### config.mk
export PLATFORM = sky130hd
export DESIGN_NAME = mem_access_unit
export DESIGN_NICKNAME = d
export VERILOG_FILES = /design/src/rtl/mem_access_unit.sv
export SDC_FILE = /design/constraint.sdc
export NUM_CORES = 1
export LEC_CHECK = 0
export BUFFER_PORTS_ARGS = -buffer_cell sky130_fd_sc_hd__buf_2
export CORE_UTILIZATION = 36
export DETAILED_ROUTE_END_ITERATION = 16
export GPL_ROUTABILITY_DRIVEN = 0
export SYNTH_ARGS = -nofsm -noshare
export SYNTH_HDL_FRONTEND = slang
export SYNTH_SLANG_ARGS = --single-unit
### constraint.sdc
create_clock -name clk -period 1.7 [get_ports clk]
set_input_delay 0.17 -clock clk [delete_from_list [all_inputs] [get_ports clk]]
set_output_delay 0.17 -clock clk [all_outputs]
set_load 0.005 [all_outputs]
### src/rtl/mem_access_unit.sv
// MEM-stage data-memory access unit.
// Drains EXE/MEM into a req/ack memory access with load/store formatting.
module mem_access_unit #(
  parameter int unsigned TIMEOUT = 255
) (
  input  logic        clk,
  input  logic        rst,
  input  logic        in_valid,
  input  logic        mem_read,
  input  logic        mem_write,
  input  logic [1:0]  size,
  input  logic        load_signed,
  input  logic [31:0] addr,
  input  logic [31:0] wdata,
  output logic        stall,
  output logic        dmem_req,
  output logic        dmem_we,
  output logic [31:0] dmem_addr,
  output logic [3:0]  dmem_be,
  output logic [31:0] dmem_wdata,
  input  logic        dmem_ack,
  input  logic [31:0] dmem_rdata,
  output logic [31:0] load_data,
  output logic        done,
  output logic        misaligned,
  output logic        bus_err
);

  typedef enum logic [1:0] {
    S_IDLE,
    S_WAIT,
    S_RESP
  } state_t;

  state_t      state;
  state_t      state_nxt;
  logic [15:0] cnt;
  logic [1:0]  sz_q;
  logic [1:0]  lane_q;
  logic        sgn_q;
  logic        err_q;

  logic        mem_op;
  logic        aligned;
  logic        accept;
  logic        timeout_hit;
  logic [3:0]  be_fmt;
  logic [31:0] wdata_fmt;
  logic [31:0] ld_fmt;
  logic [7:0]  ld_byte;
  logic [15:0] ld_half;

  assign mem_op = in_valid & (mem_read | mem_write);
  assign accept = (state == S_IDLE) & mem_op & aligned;

  // Counter reaches TIMEOUT-1 on the TIMEOUT-th wait cycle.
  assign timeout_hit = (cnt == 16'(TIMEOUT - 1));

  // Alignment, byte enables and store lane replication.
  always_comb begin
    aligned   = 1'b0;
    be_fmt    = 4'b0000;
    wdata_fmt = wdata;
    unique case (1'b1)
      size == 2'b00: begin
        aligned   = 1'b1;
        be_fmt    = 4'b0001 << addr[1:0];
        wdata_fmt = {4{wdata[7:0]}};
      end
      size == 2'b01: begin
        aligned   = ~addr[0];
        be_fmt    = addr[1] ? 4'b1100 : 4'b0011;
        wdata_fmt = {2{wdata[15:0]}};
      end
      size == 2'b10: begin
        aligned   = (addr[1:0] == 2'b00);
        be_fmt    = 4'b1111;
      end
      default: begin
        aligned   = 1'b0;
      end
    endcase
  end

  // Load lane extraction and sign/zero extension.
  always_comb begin
    ld_byte = dmem_rdata[{lane_q, 3'b000} +: 8];
    ld_half = lane_q[1] ? dmem_rdata[31:16]
                        : dmem_rdata[15:0];
    ld_fmt  = dmem_rdata;
    unique case (1'b1)
      sz_q == 2'b00:
        ld_fmt = {{24{sgn_q & ld_byte[7]}}, ld_byte};
      sz_q == 2'b01:
        ld_fmt = {{16{sgn_q & ld_half[15]}}, ld_half};
      default:
        ld_fmt = dmem_rdata;
    endcase
  end

  // Next state, stall and completion pulses.
  always_comb begin
    state_nxt  = state;
    stall      = 1'b0;
    misaligned = 1'b0;
    done       = 1'b0;
    bus_err    = 1'b0;
    unique case (state)
      S_IDLE: begin
        if (mem_op) begin
          if (aligned) begin
            stall     = 1'b1;
            state_nxt = S_WAIT;
          end else begin
            misaligned = 1'b1;
          end
        end
      end
      S_WAIT: begin
        stall = 1'b1;
        if (dmem_ack || timeout_hit)
          state_nxt = S_RESP;
      end
      S_RESP: begin
        done      = ~err_q;
        bus_err   = err_q;
        state_nxt = S_IDLE;
      end
      default: state_nxt = S_IDLE;
    endcase
  end

  // State register.
  always_ff @(posedge clk) begin
    if (rst)
      state <= S_IDLE;
    else
      state <= state_nxt;
  end

  // Request fields, wait counter and load result.
  always_ff @(posedge clk) begin
    if (rst) begin
      dmem_req   <= 1'b0;
      dmem_we    <= 1'b0;
      dmem_addr  <= 32'd0;
      dmem_be    <= 4'd0;
      dmem_wdata <= 32'd0;
      load_data  <= 32'd0;
      cnt        <= 16'd0;
      sz_q       <= 2'd0;
      lane_q     <= 2'd0;
      sgn_q      <= 1'b0;
      err_q      <= 1'b0;
    end else if (accept) begin
      dmem_req   <= 1'b1;
      dmem_we    <= mem_write;
      dmem_addr  <= {addr[31:2], 2'b00};
      dmem_be    <= be_fmt;
      dmem_wdata <= wdata_fmt;
      cnt        <= 16'd0;
      sz_q       <= size;
      lane_q     <= addr[1:0];
      sgn_q      <= load_signed;
      err_q      <= 1'b0;
    end else if (state == S_WAIT) begin
      if (dmem_ack) begin
        dmem_req <= 1'b0;
        err_q    <= 1'b0;
        if (!dmem_we)
          load_data <= ld_fmt;
      end else if (timeout_hit) begin
        dmem_req <= 1'b0;
        err_q    <= 1'b1;
      end else begin
        cnt <= cnt + 16'd1;
      end
    end
  end

endmodule

# After elaboration in Yosys (flattened, before gate mapping)
# Index checks and enable logic that the tools add are counted.
[totals]
ff_bits = 124
latchBits = 0
mem_bits_rw = 0
rom_bits = 0
inputBits = 105
out_inout_bits = 106
word_cells = 74
mem_count = 0
[op_classes]
n_addsub = 1
mul = 0
n_div = 0
order_cmp = 0
n_eq_ne = 9
n_shift = 2
mux = 24
bitwise_logic = 12
n_reduce_logical = 14
[op_table]
columns = ["operator", "count"]
rows = [
  ["case mux 32 bit (2 select lines)", 2],
  ["variable part select 32 x 6 -> 8 bit", 1],
  ["adder 16 x 1 -> 16 bit, second input constant", 1],
  ["equality test 16 x 8 -> 1 bit, second input constant", 1],
  ["2-to-1 mux 16 bit", 1],
  ["2-to-1 mux 1 bit", 13],
  ["case mux 4 bit (3 select lines)", 1],
  ["zero test 2 bit", 4],
  ["equality test 2 x 1 -> 1 bit, second input constant", 3],
  ["2-to-1 mux 2 bit", 3],
  ["!= test 2 bit, second input constant", 3],
  ["inverter 1 bit", 6],
  ["AND reduction 3 bit", 2],
  ["AND 1 bit", 5],
  ["equality test 2 bit, second input constant", 2],
  ["2-to-1 mux 4 bit", 1],
  ["case mux 2 bit (2 select lines)", 1],
  ["AND reduction 2 bit", 2],
  ["AND reduction 4 bit", 1],
  ["nonzero test 2 bit", 2],
  ["left shift 1 x 2 -> 4 bit, first input constant", 1],
  ["case mux 1 bit (3 select lines)", 1],
  ["nonzero test 3 bit", 1],
  ["case mux 1 bit (2 select lines)", 1],
  ["3 further kinds", 3],
]

# Depth between registers and ports, before layout
[logic_depth]
word_depth = 6
depth_mapped = 8
ltp_nobuf = 7

# Least setup slack after synthesis
# Ideal clock, no wire load.
[synth_path]
path_kind = "reg2reg"
from = "register cnt[0]"
to = "register cnt[7]"
setup_time_ps = 116
arrival_time_ps = 1789
required_ps = 1584
path_slack_ps = -206
stages_incl_launch_ff = 9
n_path_buf = 1
period_less_slack_ps = 1906
cell_sequence = "dfxtp_1 -> inv_1 -> ha_1 -> and4b_1 -> and4_1 -> buf_2 -> or4_1 -> xor2_1 -> nor2_2"
[synth_between]
elab_chain_len = 3
elab_cells_between_ends = 4
classes_between = "add/sub: 1; eq/ne: 1; bitwise: 1; reduce/logical: 1"
[synth_rtl]
columns = ["item", "line_no", "rtl"]
rows = [
  ["from (decl)", "37", "logic [15:0] cnt;"],
  ["from (signal assigned)", "176", "cnt <= cnt + 16'd1;"],
  ["branches (longest 3 deep; another with adder 16 x 1 -> 16 bit)", "n/a", ""],
]
# Parallel ways; which one is timed is not known.
# A chain may end at the register's enable or synchronous reset.

# Final worst setup path
[layout_path]
from = "register cnt[0]"
to = "register cnt[5]"
# The elaborated chain is that of the path after synthesis.

==> run_results.csv <==
group,metric,value,unit
timing,hold_violations,0,
timing,period_minus_slack,1.69,ns
cts,cts-root-buf,"clkbuf_16",
timing,max_freq,593,MHz
hold_path,worstHoldPathType,"in2reg",
timing,fin_skew,0.00622,ns
setup_path,reg2reg_from,"cnt[0]",
synth,yosys.cell_types.count,49,
routing,drt-total-wl,17.3,mm
placement,placed_cells,1072,
setup_path,cpMaxStageDelayCell,"or4_4",
cts,clock_latency,0.41,ns
setup_path,arrival,1.98,ns
routing,ant_nets,0,
setup_path,path_class,"reg2reg",
routing,first_iter_violations,271,
run_status,status,"finished, final reports clean",
global_routing,grt_pass1_vias,5406,
hold_path,hp-start,"wdata[7]",
routing,vias,5668,
synth,postSynthAreaPerCell,8.13,um^2
die,core-area,0.0148,mm^2
synth,yosysWarnings,0,
setup_path,crit_start,"cnt[0]",
run,maxCapViolCount,0,
cts,cts_tree,"done",
synth,seq_area_frac_synth,0.450,
cells_and_area,fill_cells,1411,
die,fp.dieW,126,um
die,fp.dieH,126,um
cts,clk_path_buf_depth,2,
global_routing,grt_pass1_wl,27.5,mm
global_routing,antenna_found_initial,0,
cells_and_area,seqCellArea,0.00249,mm^2
routing,post_drt_wl_per_cell,15.0,um
routing,drt-pass1-iter-count,4,
cells_and_area,layout-drive-gt1-share,0.369,
die,top_level_ports,211,
global_routing,grt_usage,0.218,
cells_and_area,nets,1058,
die,fp-row-count,44,
timing,slew_viol_final,0,
routing,drc,0,
routing,vias_per_cell,4.94,
setup_path,worstSetupStartpointType,"register",
power,worst_ir_drop_vdd,708,uV
global_routing,grt_max_degree,48,
setup_path,cp.required,2.00,ns
synth,synth.cell_area,0.00551,mm^2
cts,cts_htree_levels,4,
cells_and_area,syn_to_final_growth,49.4,%
cts,clkSinkCount,124,
setup_path,cp_slowest_stage_delay,0.49,ns
synth,syn_inst,678,
die,start_util,0.374,
setup_path,path_cells,"inv_2 > ha_4 > and4b_1 > and4_4 > or4_4 > xor2_2 > nor2_2",
power,p_leak,3.62,nW
synth,yosys_most_used_dff,"dfxtp_1",
timing,setup_ws,0.0138,ns
power,powerDensity,968,mW/mm^2
cells_and_area,n_antenna_cell,0,
cells_and_area,fin_cells,1148,
synth,yosys.area.top_type_share,0.450,
cells_and_area,multiInputGateArea,0.00292,mm^2
synth,synth_top_area_cell,"dfxtp_1",
synth,ys_async_sr_fraction,0,
synth,synth_edf_count,0,
global_routing,overflow,0,
setup_path,endpoint_kind,"register",
timing,timing.final.crit_share,0.992,
placement,io_buffers,208,
placement,dp_slack,-0.127,ns
placement,place_hpwl,11.7,mm
timing,grt_setup_unrepaired,"true",
die,design.die.area,0.0158,mm^2
synth,synth_area_leaders,"dfxtp_1, nand2_1, a21oi_1, mux2i_1, a211oi_1",
setup_path,path_max_fanout,4,
cts,cts_buffers,17,
cts,clkTransAtPathRegs,0.06,ns
timing,setup_violations,0,
synth,synth.ff_latch_count,124,
[through the flow]
step | hold WS (ns) | util | power (mW) | TNS [ns] | instance area [um^2]
after floorplan | 0.266 | - | 3.61 | -0.298 | 5540
after CTS | 0.00273 | 0.546 | 8.01 | 0 | 8050
after global routing | 0.0159 | 0.558 | 8.30 | -0.131 | 8240
after detailed placement | 0.417 | 0.478 | 4.06 | -0.249 | 7060
after global placement | 0.411 | 0.478 | 4.05 | -0.137 | 7060
final | 0.0290 | 0.558 | 7.97 | 0 | 8240
[cell usage after synthesis, types with 2 or more instances]
master,count
and3_1,3
buf_4,2
nand3_1,9
or4_1,2
buf_2,15
a221oi_1,8
nor4_4,2
a22oi_1,5
mux2_2,9
ha_1,2
nand3b_1,2
nor3_1,6
inv_1,6
a21oi_1,65
mux2i_1,27
dfxtp_1,124
mux4_2,2
nor3b_1,3
nor4_1,2
clkbuf_1,33
nand4_1,5
nand2b_1,3
a311oi_1,8
and4_1,3
xnor2_1,3
nand2_1,173
o211ai_1,2
a211oi_1,32
o21ai_0,25
xor2_1,12
nor2_1,63
nor2b_1,2
buf_1,2
nor2_2,3
[cells in the final DEF (no fill, tap or decap), types with 6 or more instances in the layout]
cell	count
mux2_2	9
dfxtp_1	116
a211oi_1	29
clkbuf_16	17
nor2_1	61
a21oi_1	65
nand2_1	173
xor2_1	11
a221oi_1	6
buf_2	207
nand3_1	8
buf_4	57
buf_6	7
dlygate4sd3_1	31
o21ai_0	20
mux2i_1	27
dfxtp_2	8
a311oi_1	8
[layout make-up]
type	instances	share of cell area
clock buffers	19	0.0538
repair buffers	306	0.235
inverters	6	0.00273
well taps	184	0.0280
multi-input cells	496	0.355
clock inverters	13	0.0231
flip-flops and latches	124	0.303
[per-layer routing]
layer | part of all wire | vias up | global-route usage
met5 | 0 | - | 0
met1 | 0.45 | 2564 | 0.277
li1 | - | 2887 | -
met2 | 0.46 | 199 | 0.352
met4 | 0.014 | 0 | 0.0645
met3 | 0.077 | 18 | 0.0722
[final timing paths]
kind | end | slack, ns | cells after the start
worst max-delay path | cnt[5] | 0.01 | 7
worst min register to register | dmem_addr[28] | 0.45 | 2
worst max register to register | cnt[5] | 0.01 | 7
worst min-delay path | dmem_wdata[7] | 0.03 | 3
[cell families after synthesis]
group,Yosys count,synth area share
AND/OR/NAND/NOR,289,0.229
AO/OA/AOI/OAI,150,0.169
flip-flops,124,0.450
buffers and inverters,59,0.0463
multiplexers,38,0.0756
XOR/XNOR,15,0.0238
adder cells (fa/ha/maj),2,0.00454
other,1,0.000680
[state kept, by name, indices dropped and copies added, names as in the netlist, 2 cells and up]
register	cells
dmem_wdata	32
load_data	32
dmem_addr	30
cnt	16
dmem_be	4
lane_q	2
state	2
sz_q	2
[worst max-delay path: cells and delay by family, from the launching register on]
family | cells | cell delay (ns)
buffers and inverters | 1 | 0.05
flip-flops | 1 | 0.33
adder cells (fa/ha/maj) | 1 | 0.15
XOR/XNOR | 1 | 0.16
AND/OR/NAND/NOR | 4 | 0.89
[where the power goes]
part | switching, mW | leakage [nW] | internal, mW
registers | 0.0636 | 1.01 | 3.03
logic | 0.520 | 2.30 | 0.473
clock network | 1.38 | 0.307 | 2.50
total | 1.96 | 3.62 | 6.01
[repair_timing]
action,4_1_cts,5_1_grt
cloned,0,1
pin swaps,3,20
resized for setup,8,33
buffers inserted,3,10
endpoints found under the setup margin,9,58
hold buffers,30,1
hold endpoints to repair,30,1
(Power assumes the default switching activity.)
